### src/rtl/subleq_core_hs.sv
// SUBLEQ execution core with a req/ack memory port, run/step control,
// halt-address detection and a saturating retired-instruction counter.
//
// state    | meaning
// ---------+-------------------------------------------------
// IDLE     | waiting for run or a step pulse; no memory access
// FETCH_A  | read operand address A from pc
// FETCH_B  | read operand address B from pc+1
// FETCH_C  | read branch target C from pc+2
// DEREF_A  | read mem[A] into va
// DEREF_B  | read mem[B] into vb
// STORE    | write vb-va to mem[B], resolve branch, retire
// HALT     | pc reached HALT_ADDR; only reset leaves this state
module subleq_core_hs #(
  parameter int                   WORD_SIZE = 16,
  parameter logic [WORD_SIZE-1:0] HALT_ADDR = {WORD_SIZE{1'b1}},
  parameter logic [WORD_SIZE-1:0] RESET_PC  = '0,
  parameter int                   CNT_BITS  = 32
) (
  input  logic                 clk,
  input  logic                 areset_n,
  input  logic                 run,
  input  logic                 step,
  output logic                 mem_req,
  output logic                 mem_we,
  output logic [WORD_SIZE-1:0] mem_addr,
  output logic [WORD_SIZE-1:0] mem_wdata,
  input  logic [WORD_SIZE-1:0] mem_rdata,
  input  logic                 mem_ack,
  output logic                 halted,
  output logic                 busy,
  output logic [WORD_SIZE-1:0] pc,
  output logic [CNT_BITS-1:0]  insn_count
);

  typedef enum logic [2:0] {
    S_IDLE,
    S_FETCH_A,
    S_FETCH_B,
    S_FETCH_C,
    S_DEREF_A,
    S_DEREF_B,
    S_STORE,
    S_HALT
  } state_t;

  state_t               state, state_d;
  logic [WORD_SIZE-1:0] pc_q, a_q, b_q, c_q, va_q, vb_q;
  logic [CNT_BITS-1:0]  cnt_q;
  logic [WORD_SIZE-1:0] res, npc;
  logic                 take_branch, done;

  // Branch when the result is zero or negative as a two's-complement value.
  assign res         = vb_q - va_q;
  assign take_branch = (res == '0) || res[WORD_SIZE-1];
  assign npc         = take_branch ? c_q : pc_q + WORD_SIZE'(3);
  assign done        = mem_req && mem_ack;

  assign pc         = pc_q;
  assign insn_count = cnt_q;

  always_ff @(posedge clk) begin
    if (!areset_n) begin
      state <= S_IDLE;
      pc_q  <= RESET_PC;
      a_q   <= '0;
      b_q   <= '0;
      c_q   <= '0;
      va_q  <= '0;
      vb_q  <= '0;
      cnt_q <= '0;
    end else begin
      state <= state_d;
      if (done) begin
        case (state)
          S_FETCH_A: a_q  <= mem_rdata;
          S_FETCH_B: b_q  <= mem_rdata;
          S_FETCH_C: c_q  <= mem_rdata;
          S_DEREF_A: va_q <= mem_rdata;
          S_DEREF_B: vb_q <= mem_rdata;
          S_STORE: begin
            pc_q <= npc;
            if (cnt_q != '1) cnt_q <= cnt_q + CNT_BITS'(1);
          end
          default: ;
        endcase
      end
    end
  end

  // Access outputs depend only on registered state, so they hold steady until ack.
  always_comb begin
    state_d   = state;
    mem_req   = 1'b0;
    mem_we    = 1'b0;
    mem_addr  = '0;
    mem_wdata = '0;
    halted    = 1'b0;
    busy      = 1'b0;
    case (state)
      S_IDLE: begin
        if (run || step) state_d = S_FETCH_A;
      end
      S_FETCH_A: begin
        mem_req  = 1'b1;
        busy     = 1'b1;
        mem_addr = pc_q;
        if (mem_ack) state_d = S_FETCH_B;
      end
      S_FETCH_B: begin
        mem_req  = 1'b1;
        busy     = 1'b1;
        mem_addr = pc_q + WORD_SIZE'(1);
        if (mem_ack) state_d = S_FETCH_C;
      end
      S_FETCH_C: begin
        mem_req  = 1'b1;
        busy     = 1'b1;
        mem_addr = pc_q + WORD_SIZE'(2);
        if (mem_ack) state_d = S_DEREF_A;
      end
      S_DEREF_A: begin
        mem_req  = 1'b1;
        busy     = 1'b1;
        mem_addr = a_q;
        if (mem_ack) state_d = S_DEREF_B;
      end
      S_DEREF_B: begin
        mem_req  = 1'b1;
        busy     = 1'b1;
        mem_addr = b_q;
        if (mem_ack) state_d = S_STORE;
      end
      S_STORE: begin
        mem_req   = 1'b1;
        mem_we    = 1'b1;
        busy      = 1'b1;
        mem_addr  = b_q;
        mem_wdata = res;
        if (mem_ack) begin
          if (npc == HALT_ADDR) state_d = S_HALT;
          else if (run)         state_d = S_FETCH_A;
          else                  state_d = S_IDLE;
        end
      end
      S_HALT: begin
        halted = 1'b1;
      end
      default: state_d = S_IDLE;
    endcase
  end

endmodule

### config.mk
export PLATFORM = sky130hd
export DESIGN_NAME = subleq_core_hs
export DESIGN_NICKNAME = d
export VERILOG_FILES = /design/src/rtl/subleq_core_hs.sv
export SDC_FILE = /design/constraint.sdc
export NUM_CORES = 1
export LEC_CHECK = 0
export ABC_AREA = 1
export CAP_MARGIN = 20
export CORE_ASPECT_RATIO = 1.2
export CORE_MARGIN = 10
export CORE_UTILIZATION = 56
export DETAILED_ROUTE_END_ITERATION = 8
export HOLD_SLACK_MARGIN = 0.08
export PLACE_DENSITY = 0.9
export SETUP_SLACK_MARGIN = 0.1
export SLEW_MARGIN = 25
export SYNTH_ARGS = -nofsm -noshare
export SYNTH_HDL_FRONTEND = slang
export SYNTH_SLANG_ARGS = --single-unit
export TNS_END_PERCENT = 5
### constraint.sdc
create_clock -name clk -period 3.4 [get_ports clk]
set_input_delay 0.68 -clock clk [delete_from_list [all_inputs] [get_ports clk]]
set_output_delay 0.68 -clock clk [all_outputs]
set_load 0.01 [all_outputs]
* Yosys cells after proc, flatten, opt, wreduce, memory -nomap -nowiden
Index checks and enable logic that the tools add are counted.
** Storage, ports and cells
- Word-level logic and storage cells :: 61
- Output and inout bits :: 84
- Input port bits :: 21
- Bits in registers :: 131
** Cells by class
- Equality and inequality tests :: 16
- Multiplexer cells :: 16
- Add/subtract/negate cells :: 5
- Reduce and logical (&&, ||, !) cells :: 16
** Operators with widths (count)
- $pmux 16 s5 :: 1
- $add 16x2->16 const B :: 2
- $add 32x1->32 const B :: 1
- $mux 16 :: 2
- $ne 32x32->1 const B :: 1
- $mux 3 :: 8
- $pmux 3 s7 :: 1
- $add 16x1->16 const B :: 1
- $eq 16x16->1 const B :: 1
- $logic_not 16->1 :: 1
- $sub 16x16->16 :: 1
- $ne 2x2->1 const B :: 7
- $eq 3x3->1 const B :: 4
- $reduce_and 2->1 :: 6
- $reduce_and 8->1 :: 1
- $reduce_bool 7->1 :: 1
- $eq 3x2->1 const B :: 2
- $reduce_or 6->1 :: 1
- $mux 1 :: 4
- $eq 3x1->1 const B :: 1
- $logic_not 3->1 :: 1
- $reduce_and 3->1 :: 1
- $logic_or 1x1->1 :: 2
- $reduce_or 2->1 :: 1
- $logic_and 1x1->1 :: 1

* Logic depth before layout (Yosys ltp)
Gate-level depths: netlist (run 1).
- Depth in word-level cells :: 8
- Mapped depth :: 26
- Gate-level depth less buffers :: 25

* Worst setup path after synthesis (run 1)
Ideal clock, no wire load.
- Path type :: register to register
- From :: register vb_q[0]
- To :: register state[2]
- Clock period less this slack :: 2647 ps
- Data arrival time :: 2576 ps
- Required time :: 3329 ps
- Setup time :: 71 ps
- Setup slack :: 753 ps
- Buffers on the path :: 1
- Cell stages (with the launch flop) :: 25
- Path through :: dfxtp_1 -> inv_1 -> ha_1 -> inv_1 -> fa_1 -> nand2_1 -> nand2_1 -> nand3_1 -> nand2_1 -> nand2_1 -> nand2_1 -> nor2_1 -> nand3_1 -> nor2_1 -> nand2_1 -> buf_2 -> nand3_1 -> nand2_1 -> nor2_1 -> nand2_1 -> nor2_1 -> nand3_1 -> nand2_1 -> nand2_1 -> a21oi_1
** Between the ends
- Word-level cells in the longest chain between the ends :: 8
** RTL lines
- start, declared :: RTL line 48 : logic [WORD_SIZE-1:0] pc_q, a_q, b_q, c_q, va_q, vb_q;
- start signal, assigned :: RTL line 80 : S_DEREF_B: vb_q <= mem_rdata;
- $sub 16x16->16 (*) :: RTL line 54 : assign res = vb_q - va_q;
- $logic_not 16->1 :: RTL line 55 : assign take_branch = (res == '0) || res[WORD_SIZE-1];
- $logic_or 1x1->1 (*) :: RTL line 55
- $mux 16 (*) :: RTL line 56 : assign npc = take_branch ? c_q : pc_q + WORD_SIZE'(3);
- $eq 16x16->1 (*) :: RTL line 141 : if (npc == HALT_ADDR) state_d = S_HALT;
- $mux 3 (*) :: RTL line 141
- $mux 3 (*) :: RTL line 140 : if (mem_ack) begin
- $pmux 3 s7 (*) :: RTL line 100 : case (state)
- end signal, assigned :: RTL line 73 : state <= state_d;
- end, declared :: RTL line 47 : state_t state, state_d;
Every way passes the cells marked *; elsewhere a longest branch is shown, timed or not. The select of a mux whose other input is x is not followed.
A chain may end at the register's enable or synchronous reset.

* Worst setup path after layout (run 1)
- From :: register state[0]
- To :: output port mem_addr[8]
** Between the ends
- Word-level cells in the longest chain between the ends :: 3
- Elaborated cells between the ends (all ways) :: 8
- Classes of those cells :: 6 x eq/ne; 1 x mux; 1 x reduce/logical
** RTL lines
- $eq 3x3->1 :: RTL line 100
- $reduce_or 2->1 (no source line)
- $pmux 16 s5 (*) :: RTL line 100
- end, declared :: RTL line 26 : output logic [WORD_SIZE-1:0] mem_addr,
Every way passes the cells marked *; elsewhere a longest branch is shown, timed or not.

==> results_dict.tcl, run 1 <==
set metrics [dict create \
    drive_gt1_frac 0.101 \
    worstMarginPinSlew_ns 0.952 \
    relSlewSlack 0.364 \
    drv_slew 0 \
    synth_edf_count 0 \
    synthTopCellsByArea "dfxtp_1, nand2_1, nor2_1, inv_1, a21oi_1" \
    drt_iter0_drc 870 \
    wl_per_cell_um 18.1 \
    die_w_um 127 \
    postRouteAntennaNets 0 \
    startpoint_type "flop" \
    grt_pass1_vias 8306 \
    critPathCaptureType "output pin" \
    hold_path.class "flop to flop" \
    top_layer "met4" \
    num_rows 47 \
    p_leak_nw 4.10 \
    cts_hold_buf 0 \
    outcome "complete, no violations" \
    grt_overflow 0 \
    yosys_warnings 0 \
    finalCriticalPeriod_ns 3.33 \
    crit_path_frequent_cell "buf_4" \
    clk-insertion-delay-late_ns 0.43 \
    critical_path.max_fanout 16 \
    dieArea_mm2 0.0189 \
    drc 0 \
    syn_inst 1187 \
    totalWireLength_um 26900 \
    rsz0062_at_grt "yes" \
    initial_core_util 0.567 \
    core_mm2 0.0136 \
    num_vias 8707 \
    n_fill_cell 1121 \
    vias_per_cell 5.86 \
    cts_tree "yes" \
    ir_drop_v 0.000467 \
    synth_ff_type "dfxtp_1" \
    grt_first_pass_wirelength_um 42400 \
    required_ns 2.72 \
    met2WireLength_um 12700 \
    io_pins 105 \
    yosysSeqAreaShare 0.339 \
    die-height_um 149 \
    yosysTopAreaCellShare 0.339 \
    met3_length_um 2680 \
    synth-async-reset-ratio 0 \
    synth_seq_cells 131 \
    cts_made_buffers 17 \
    cts_max_path_buffers 2 \
    power.density_mw_per_mm2 373 \
    antenna_cells 0 \
    synth_top_cell_by_area "dfxtp_1" \
    r2r_slack_ns 0.40 \
    finalSetupViolCount 0 \
    syn-num-nets 1229 \
    antenna_found_initial 0 \
    grtUsageTotal 0.276 \
    dr.pass1.iters 6 \
    io_buffers 104 \
    clock-skew-final_ns 0.00766 \
    max_cap_violations 0 \
    clock.fmax_mhz 300 \
    critPathMaxStageDelay_ns 0.56 \
    hold_viol_final 0 \
    finalNetCount 1345 \
    wl_met1_um 10200 \
    clk_pin_slew_ns 0.06 \
    critPathBufInv 4 \
    syn_to_final_growth_pct 26.5 \
    crit_family "buffers and inverters" \
    path_class "flop to output pin" \
    hpwl_um 19700 \
    cts_root_buf "clkbuf_16" \
    crit_arrival_ns 2.65 \
    critPathSlowestCell "clkdlybuf4s50_1" \
    syn_avg_cell_area_um2 6.52 \
    netlist_area_mm2 0.00774 \
    crit_chain "buf_4 -> nor3_4 -> inv_2 -> o21ai_1 -> buf_4 -> a221oi_1 -> o311ai_0 -> clkdlybuf4s50_1" \
    tns_ns 0 \
    cts_sinks 131 \
    synth_cell_types 55 \
    period_share 0.981 \
    hold_ws_ns 0.457 \
    grt_max_degree 97 \
    cts.htree.levels 4 \
    gp_congestion 1.00 \
]
-- registers in the layout, indices dropped and copies added (netlist names) --
| register | flops |
|---|---|
| pc | 16 |
| va_q | 16 |
| vb_q | 16 |
| a_q | 16 |
| insn_count | 32 |
| state | 3 |
| b_q | 16 |
| c_q | 16 |
-- metal layers --
layer	vias up	GRT usage
met5	-	0
li1	4157	-
met2	507	0.448
met3	88	0.0807
met1	3955	0.316
met4	0	0.160
-- Yosys cell counts (all sizes together) (2+ instances only) --
library cell / number
a22oi: 12
a211oi: 2
nor3: 26
nor3b: 3
nand3: 74
o22ai: 3
xnor2: 2
nand2: 240
a21oi: 106
o2111ai: 7
nand4: 19
a221oi: 2
clkbuf: 39
xor2: 19
nor4: 11
nand3b: 3
o221ai: 2
dfxtp: 131
clkinv: 3
o211ai: 13
a32oi: 2
ha: 20
nor2: 166
inv: 156
o21ai: 105
o311ai: 2
buf: 7
a31oi: 3
-- power by group --
group / total (mW) / internal, mW / switching [mW]
registers: 1.57 / 1.56 / 0.0127
logic: 0.304 / 0.100 / 0.204
clock network: 1.77 / 1.04 / 0.738
-- worst register-to-register path, delay by kind of cell (launching register included) --
kind	cells	cell delay, ns
AO/OA/AOI/OAI	2	0.33
adder cells (fa/ha/maj)	2	0.50
buffers and inverters	3	0.30
flip-flops	1	0.30
AND/OR/NAND/NOR	17	1.48
-- per-stage QoR --
| stage | worst slack [ns] | total power, mW | util | std cells | area [um^2] |
|---|---|---|---|---|---|
| finish | 0.0653 | 3.65 | 0.717 | 1487 | 9780 |
| global route | 0.0283 | 3.75 | 0.717 | 1487 | 9780 |
| CTS | 0.102 | 3.63 | 0.708 | 1485 | 9660 |
| detailed placement | 0.277 | 1.88 | 0.665 | 1453 | 9070 |
| global placement | 0.366 | 1.87 | 0.665 | 1453 | 9070 |
| floorplan | 0.753 | 1.77 | - | 1187 | 7740 |
-- cell families (layout without fill, tap and decap cells) --
family,Yosys count,in the layout,synth area share
simple gates,546,546,0.308
flops,131,131,0.339
compound gates,263,263,0.190
buf+inv,205,334,0.103
xor+xnor,21,21,0.0247
fa+ha+maj,21,21,0.0349
-- area by class of cell --
class / count / area [um^2] / share of cell area
clock buffer: 19 / 443 / 0.0453
clock inverter: 13 / 126 / 0.0129
inverter: 159 / 599 / 0.0613
multi-input combinational: 851 / 4420 / 0.452
sequential: 131 / 2630 / 0.269
tap: 171 / 214 / 0.0219
timing repair buffer: 143 / 1350 / 0.138
-- path summary, 6_finish.rpt --
path	end	from	cells after the start
setup / recovery	mem_addr[8]	state[0]	8
setup reg to reg	state[2]	vb_q[0]	24
hold / removal	c_q[7]	c_q[7]	2
hold reg to reg	c_q[7]	c_q[7]	2
-- what timing repair did --
action	CTS	global route
setup endpoints to repair	16	25
cloned	0	0
resized for setup	14	39
pin swaps	0	2
setup buffers	0	2
-- cell usage in the layout, fill, tap and decap left out, types with 21 or more instances in the layout --
cell type,n
nand3_1,70
nor3_1,21
a21oi_1,102
inv_1,150
clkdlybuf4s50_1,90
o21ai_0,101
dfxtp_1,125
buf_4,37
nor2_1,150
nand2_1,233
No activity file was read; power rests on OpenSTA's default activity.
==> run 2: changes to the inputs <==
- SETUP_SLACK_MARGIN: 0.1 -> unset
- clock period: 3.4 -> 3.17 ns (I/O delays scaled with it)
==> run 2 against run 1 <==
Against the previous run: the flow now finishes with violations (negative setup slack); count of clock-buffer cells in the layout fell by 2; critical path depth did not move; non-clock buffer count rose by 7; worst hold slack better by 0.0090 ns; cell area up 1.4%; via count rose by 2.5%; die area unchanged; sequential power rose by 8%; global-route usage is 0.090 points lower; sequential share of layout area down 0.40 points; register-to-register slack lost 0.37 ns.
==> results_dict.tcl, run 2 (synthesis results as in run 1) <==
set metrics [dict create \
    die_w_um 127 \
    multiInputGateArea_mm2 0.00443 \
    drive_gt1_frac 0.104 \
    dr.pass1.iters 6 \
    crit_chain "buf_4 -> nor3_4 -> inv_2 -> o21ai_1 -> buf_6 -> a22oi_1 -> o2111ai_1 -> clkdlybuf4s50_1" \
    switchingPower_mw 1.03 \
    wl_per_cell_um 18.3 \
    dieArea_mm2 0.0189 \
    cts.htree.levels 4 \
    num_vias 8927 \
    grt_max_degree 97 \
    vias_per_cell 5.98 \
    die-height_um 149 \
    finalCriticalPeriod_ns 3.18 \
    hpwl_um 19300 \
    critPathMaxStageDelay_ns 0.60 \
    hold_path.class "flop to flop" \
    drc 0 \
    p_total_mw 4.14 \
    outcome "finished, violations left" \
    num_rows 47 \
    pwr-share-seq 0.408 \
    crit_arrival_ns 2.55 \
    seqCellArea_mm2 0.00263 \
    hold_viol_final 0 \
    dp_slack_ns 0.0825 \
    rsz0062_at_grt "yes" \
    cts_sinks 131 \
    placed_cell_area_mm2 0.00910 \
    finalSetupViolCount 1 \
    critPathBufInv 4 \
    critPathSlowestCell "clkdlybuf4s50_1" \
    required_ns 2.54 \
    syn_to_final_growth_pct 28.3 \
    worstMarginPinSlew_ns 0.877 \
    critPathCaptureType "output pin" \
    io_pins 105 \
    crit_family "buffers and inverters" \
    p_leak_nw 4.28 \
    p_int_mw 3.11 \
    antenna_found_initial 0 \
    cts_made_buffers 17 \
    layout.cells.most_common "nand2_1" \
    final_cell_mix "nand2_1, nor2_1, inv_1, dfxtp_1, a21oi_1" \
    pwr-share-clk 0.511 \
    power.density_mw_per_mm2 417 \
    fin_util 0.727 \
    io_buffers 104 \
    largest_reg_flops 32 \
    finalNetCount 1352 \
    path_class "flop to output pin" \
    clock-skew-final_ns 0.00995 \
    antenna_cells 0 \
    critical_path.max_fanout 16 \
    fin_area_mm2 0.00992 \
    relSlewSlack 0.414 \
    cts_hold_buf 0 \
    ir_drop_v 0.000468 \
    violations "negative setup slack" \
    r2r_slack_ns 0.03 \
    combPwrFrac 0.082 \
    grtUsageTotal 0.275 \
    initial_core_util 0.567 \
    clk-insertion-delay-late_ns 0.43 \
    tns_ns -0.0118 \
    postRouteAntennaNets 0 \
    cts_max_path_buffers 2 \
    n_fill_cell 1046 \
    startpoint_type "flop" \
    cts_root_buf "clkbuf_16" \
    max_cap_violations 0 \
    clock.fmax_mhz 314 \
    core_mm2 0.0136 \
    clk_pin_slew_ns 0.06 \
    p_sw_frac 0.248 \
    drt_iter0_drc 1041 \
    cts_tree "yes" \
    period_share 1.00 \
    grt_pass1_vias 8339 \
    fin_ws_ns -0.0118 \
    grt_overflow 0 \
    gp_congestion 1.01 \
    totalWireLength_um 27400 \
    drv_slew 0 \
    grt_first_pass_wirelength_um 42600 \
]
-- run 2: metal layers --
metal,GRT usage,vias to the layer above,share of wire
li1,-,4169,-
met1,0.323,4106,0.38
met2,0.446,550,0.48
met3,0.0651,102,0.096
met4,0.165,0,0.051
met5,0,-,0
-- run 2: power groups by stage --
stage               combinational, mW  sequential [mW]  clock (mW)
detailed placement              0.287             1.72           0
global placement                0.282             1.72           0
floorplan                       0.173             1.72           0
finish                          0.338             1.69        2.11
CTS                             0.296             1.69        2.12
global route                    0.361             1.69        2.19
-- run 2: stage by stage --
step,cells,hold WS [ns]
3_5_place_dp,1457,0.452
4_1_cts,1490,0.461
5_1_grt,1494,0.486
2_1_floorplan,1187,0.430
6_report,1494,0.466
3_3_place_gp,1457,0.445
-- run 2: layout make-up --
| cell class | count | area share |
|---|---|---|
| clock buffers | 17 | 0.0429 |
| inverters | 159 | 0.0618 |
| clock inverters | 15 | 0.0206 |
| flip-flops and latches | 131 | 0.265 |
| multi-input cells | 851 | 0.446 |
| repair buffers | 150 | 0.142 |
| well taps | 171 | 0.0216 |
-- run 2: worst min-delay path, cell delays in order, from the launching register on --
cell and delay [ns]:
dfxtp_1 0.30, inv_1 0.06, a21oi_1 0.06
-- run 2: final timing paths --
check | from | to | cells after the start
worst min-delay path | va_q[13] | va_q[13] | 2
worst min register to register | va_q[13] | va_q[13] | 2
worst max-delay path | state[0] | mem_addr[5] | 8
worst max register to register | vb_q[0] | state[2] | 24
-- run 2: repair_timing --
item | in CTS | in global routing
resized for setup | 19 | 44
buffers inserted | 1 | 3
pin swaps | 0 | 2
gates cloned | 0 | 1
setup endpoints to repair | 21 | 28
